**config.mk**
```make
export PLATFORM = sky130hd
export DESIGN_NAME = ha_array_reducer
export DESIGN_NICKNAME = d
export VERILOG_FILES = /design/src/rtl/ha_array_reducer.sv
export SDC_FILE = /design/constraint.sdc
export NUM_CORES = 1
export LEC_CHECK = 0
export CORE_MARGIN = 5
export CORE_UTILIZATION = 55
export CTS_BUF_LIST = sky130_fd_sc_hd__clkbuf_8
export CTS_CLUSTER_DIAMETER = 30
export DETAILED_ROUTE_END_ITERATION = 8
export HOLD_SLACK_MARGIN = 0.12
export PLACE_DENSITY = 0.79
export SYNTH_ARGS = -nofsm -noshare
export SYNTH_HDL_FRONTEND = slang
export SYNTH_SLANG_ARGS = --single-unit
export TNS_END_PERCENT = 1
```
**constraint.sdc**
```tcl
create_clock -name clk -period 8.85 [get_ports clk]
set_clock_uncertainty 0.2 [all_clocks]
set_input_delay 0.885 -clock clk [delete_from_list [all_inputs] [get_ports clk]]
set_output_delay 0.885 -clock clk [all_outputs]
set_load 0.02 [all_outputs]
```
**src/rtl/ha_array_reducer.sv**
```systemverilog
// rtl/ha_array_reducer.sv - sequential final-stage reducer for the 8x8 approximate multiplier HA array
//
// Purpose:
//   Captures the four row pairs produced by the half-adder array generator,
//   weights each row by 4^k and accumulates them into a 17-bit accumulator.
//   Rows are added one per cycle by default, or two per cycle when
//   HA_REDUCER_DUAL_ROW_EN is defined. The 16-bit product and an overflow
//   flag are then offered on a valid/ready output port.
//
// Configuration macro:
//   HA_REDUCER_DUAL_ROW_EN  defined   : two rows per ACC cycle, 2-cycle latency
//                           undefined : one row per ACC cycle, 4-cycle latency
//
// Ports:
//   clk                         rising-edge clock
//   rst_n                       asynchronous active-low reset
//   in_valid / in_ready         row-set handshake
//   ha_array_k_b (k=0..3) [6:0] carry rows, bit j weighs 2^(j+2) within row k
//   ha_array_k_t (k=0..3) [8:0] sum rows,   bit j weighs 2^j within row k
//   out_valid / out_ready       result handshake
//   out_product [15:0]          accumulator bits [15:0]
//   out_ovf                     accumulator bit 16

module ha_array_reducer (
  input  logic        clk,
  input  logic        rst_n,
  input  logic        in_valid,
  output logic        in_ready,
  input  logic [6:0]  ha_array_0_b,
  input  logic [6:0]  ha_array_1_b,
  input  logic [6:0]  ha_array_2_b,
  input  logic [6:0]  ha_array_3_b,
  input  logic [8:0]  ha_array_0_t,
  input  logic [8:0]  ha_array_1_t,
  input  logic [8:0]  ha_array_2_t,
  input  logic [8:0]  ha_array_3_t,
  output logic        out_valid,
  input  logic        out_ready,
  output logic [15:0] out_product,
  output logic        out_ovf
);

  typedef enum logic [1:0] {
    IDLE = 2'd0,
    ACC  = 2'd1,
    DONE = 2'd2
  } state_t;

  state_t      state;
  state_t      state_next;

  logic [8:0]  t_q [4];
  logic [6:0]  b_q [4];
  logic [16:0] acc;
  logic [1:0]  row_cnt;

  logic [9:0]  row_val [4];
  logic [16:0] add_val;
  logic [16:0] acc_sum;
  logic [1:0]  row_step;
  logic        last_step;
  logic        accept;

  // Collapse each redundant row pair into its binary value R_k = t_k + 4*b_k.
  always_comb begin
    for (int k = 0; k < 4; k++) begin
      row_val[k] = {1'b0, t_q[k]} + {1'b0, b_q[k], 2'b00};
    end
  end

`ifdef HA_REDUCER_DUAL_ROW_EN
  // Rows row_cnt and row_cnt+1 are folded in together; row_cnt is 0 or 2.
  always_comb begin
    add_val   = ({7'd0, row_val[row_cnt]} << {row_cnt, 1'b0})
              + ({7'd0, row_val[row_cnt + 2'd1]} << ({row_cnt, 1'b0} + 3'd2));
    row_step  = 2'd2;
    last_step = (row_cnt == 2'd2);
  end
`else
  always_comb begin
    add_val   = {7'd0, row_val[row_cnt]} << {row_cnt, 1'b0};
    row_step  = 2'd1;
    last_step = (row_cnt == 2'd3);
  end
`endif

  // Largest possible total is 85 * 1019 = 86615, so 17 bits never wrap.
  assign acc_sum = acc + add_val;
  assign accept  = in_valid && in_ready;

  always_ff @(posedge clk or negedge rst_n) begin
    if (!rst_n) begin
      state <= IDLE;
    end else begin
      state <= state_next;
    end
  end

  always_comb begin
    state_next = state;
    in_ready   = 1'b0;
    out_valid  = 1'b0;
    case (state)
      IDLE: begin
        in_ready = 1'b1;
        if (in_valid) begin
          state_next = ACC;
        end
      end
      ACC: begin
        if (last_step) begin
          state_next = DONE;
        end
      end
      DONE: begin
        out_valid = 1'b1;
        if (out_ready) begin
          state_next = IDLE;
        end
      end
      default: begin
        state_next = IDLE;
      end
    endcase
  end

  // Datapath. The result registers are separate from acc so the last result
  // stays visible while the next row set is being accumulated.
  always_ff @(posedge clk or negedge rst_n) begin
    if (!rst_n) begin
      for (int k = 0; k < 4; k++) begin
        t_q[k] <= 9'd0;
        b_q[k] <= 7'd0;
      end
      acc         <= 17'd0;
      row_cnt     <= 2'd0;
      out_product <= 16'd0;
      out_ovf     <= 1'b0;
    end else if (accept) begin
      t_q[0]  <= ha_array_0_t;
      t_q[1]  <= ha_array_1_t;
      t_q[2]  <= ha_array_2_t;
      t_q[3]  <= ha_array_3_t;
      b_q[0]  <= ha_array_0_b;
      b_q[1]  <= ha_array_1_b;
      b_q[2]  <= ha_array_2_b;
      b_q[3]  <= ha_array_3_b;
      acc     <= 17'd0;
      row_cnt <= 2'd0;
    end else if (state == ACC) begin
      acc     <= acc_sum;
      row_cnt <= row_cnt + row_step;
      if (last_step) begin
        out_product <= acc_sum[15:0];
        out_ovf     <= acc_sum[16];
      end
    end
  end

endmodule
```
==> run summary <==
Row Count - 37
Utilization after layout - 67.3%
Endpoints failing setup - 0
Slew Viols, Final - 0
Status - finished clean
CP arrival - 4.10 ns
Synth top area cells - dfrtp_1 44%, mux2_2 13%, ha_1 9.8%
Vias per inst - 5.63
Share of the synthesized area in the top cell type - 44.2%
Slew headroom - 25.1%
Clock Path Buffers - 2
Synth Area in Adders - 11.5%
Layout cell share with drive strength beyond 1 - 15.8%
IO Port Bufs - 86
Post-cts resize count - 0
DR iter-0 viols - 208
Max Cap Violations - 0
Root Buffer - clkbuf_8
Area grow syn2layout - 19.9%
CTS Hold Buffers Added - 0
Ys Warns - 0
Post-synth top flop - dfrtp_1
DR vias - 4219
CTS tree - built
Clock sinks - 102
1st-pass router iterations - 4
Largest net degree at the start of global routing - 81
Syn Area/Cell - 10.9 um^2
Worst setup SP type - flip-flop
Starting density of the core - 56.2%
First-pass GRT wire length - 20.5 mm
Routed WL - 11.9 mm
Die span in x - 112 um
Pre-CTS setup slack - 4.87 ns
Antenna cells - 0
Crit-path max FO - 6
Flops & latches, synth - 102
Core area - 10300 um^2
Peak Freq - 248 MHz
FFs w/ async S/R, synth - 100%
DR DRC count - 0
EDFF count, synth - 0
Final Cycle Share - 45.6%
Cell area after synthesis - 5770 um^2
H-tree Lvls - 3
Least-Margin Pin Slew - 1.12 ns
Final Critical Period - 4.04 ns
Overall Global Routing Usage - 19.6%
DP HPWL - 8.92 mm
Antenna violations before repair - 0
RSZ-0062 raised after global routing - false
Yosys top cell by area - dfrtp_1
Post-CTS Repair Setup Buffers - 0
Critical Path End Type - flip-flop
WL per Instance - 15.9 um
Setup slack after layout - 4.81 ns
Crit Path Class - flip-flop to flip-flop
Total gr overflow - 0
Synth Instances - 530
I/O Pins - 87
Post-synthesis mux area share - 14.3%
Detail Route Antenna Nets - 0
Full die area - 12600 um^2
Main combinational cell family by area after synthesis - multiplexers
Synth Net Count - 648
Worst hold slack - 0.259 ns
Post-Synth Simple-Gate Area - 9.45%
Num CTS Buffers - 9
Reg clk slew, reported paths - 0.12 ns
Post-synth cell types - 48
Routability Congestion - 0.921
Fin. Hold Viols - 0
Insertion delay to the later sink of the worst-skew pair - 0.38 ns
Reg-to-reg setup timing slack - 4.81 ns
Register area share after synthesis - 44.2%
Crit path required time - 8.92 ns
Post-Synth XOR/XNOR Area - 4.10%
NumNets Final - 726
HP Class - input port to asynchronous set/reset pin
Vias in the first global route - 4352
Total Neg Setup Slack - 0 ns
Compound-Gate Fraction of Synth Area - 14.1%
Vert. Die Dim - 112 um
==> path summary, 6_finish.rpt <==
check	start	to	cells past startpoint
setup / recovery	t_q[29]	out_ovf	16
hold / removal	rst_n	out_product[1]	1
setup reg to reg	t_q[29]	out_ovf	16
hold reg to reg	out_product[8]	out_product[8]	2
max in group asynchronous	rst_n	b_q[27]	2
min in group clk	out_product[8]	out_product[8]	2
==> area by class of cell <==
cell class | instances | area [um^2]
Clock buffer | 9 | 124
Clock inverter | 7 | 62.6
Fill cell | 850 | 3360
Inverter | 11 | 41.3
Multi-Input combinational cell | 395 | 3090
Sequential cell | 102 | 2550
Tap cell | 136 | 170
Timing Repair Buffer | 89 | 881
==> critical path: stages (launching register included) <==
cell	delay (ns)
dfrtp_1	0.39
ha_1	0.24
fa_1	0.42
a21o_1	0.18
a21oi_1	0.21
nand2b_1	0.17
mux2i_1	0.19
a31oi_1	0.09
a211oi_1	0.24
a21o_1	0.12
ha_1	0.28
o21ai_0	0.23
o21ai_0	0.14
a21o_1	0.22
nor2_2	0.19
o41ai_1	0.11
or3_1	0.31
==> registers in the layout, summed over array words and instances, names as in the netlist <==
signal and flops:
t_q 36, b_q 28, state 2, out_ovf 1, acc 17, out_product 16, row_cnt 2
==> synth_stat cells (11+ instances only) <==
cell type and count:
inv_1 11, nand2_1 56, dfrtp_1 102, xnor2_1 15, a21o_1 17, o22ai_1 11
nor2_1 19, o21ai_0 37, clkbuf_1 14, xor2_1 12, ha_1 45, a21oi_1 33
mux2_2 66
==> per-layer routing <==
layer / part of all wire, % / track usage [%]
met3: 4.7 / 3.23
met5: 0 / 0
met4: 1.1 / 5.45
met2: 48 / 32.0
met1: 46 / 27.2
==> per-stage QoR <==
| stage | area [um^2] | cells |
|---|---|---|
| floorplan | 5770 | 530 |
| global placement | 6730 | 733 |
| detailed placement | 6730 | 733 |
| CTS | 6920 | 749 |
| global route | 6920 | 749 |
| finish | 6920 | 749 |
==> logic make-up (layout without fill, tap and decap cells) <==
| kind of cell | Yosys count | after routing |
|---|---|---|
| muxes | 72 | 72 |
| and+or+nand+nor | 116 | 116 |
| adders and majority gates | 50 | 50 |
| DFF | 102 | 102 |
| xor gates and xnor gates | 27 | 27 |
| AOI/OAI and AO/OA | 130 | 130 |
| buffers and inverters | 33 | 116 |
==> layout by cell type, fill, tap and decap left out, types with 6 or more instances in the layout <==
cell type / instances
xnor2_1: 15
ha_1: 45
nor2_1: 19
clkbuf_8: 9
nand4_1: 8
o21ai_0: 37
o22ai_1: 11
inv_1: 11
nor3_1: 6
xor2_1: 12
o21bai_1: 6
a21oi_1: 33
dfrtp_1: 102
mux2_2: 66
nand2_1: 56
clkdlybuf4s50_1: 85
a21o_1: 17
Power is left out: the tool's default activity adds up to more than one toggle a clock period on the data nets, which glitch-free logic cannot reach.
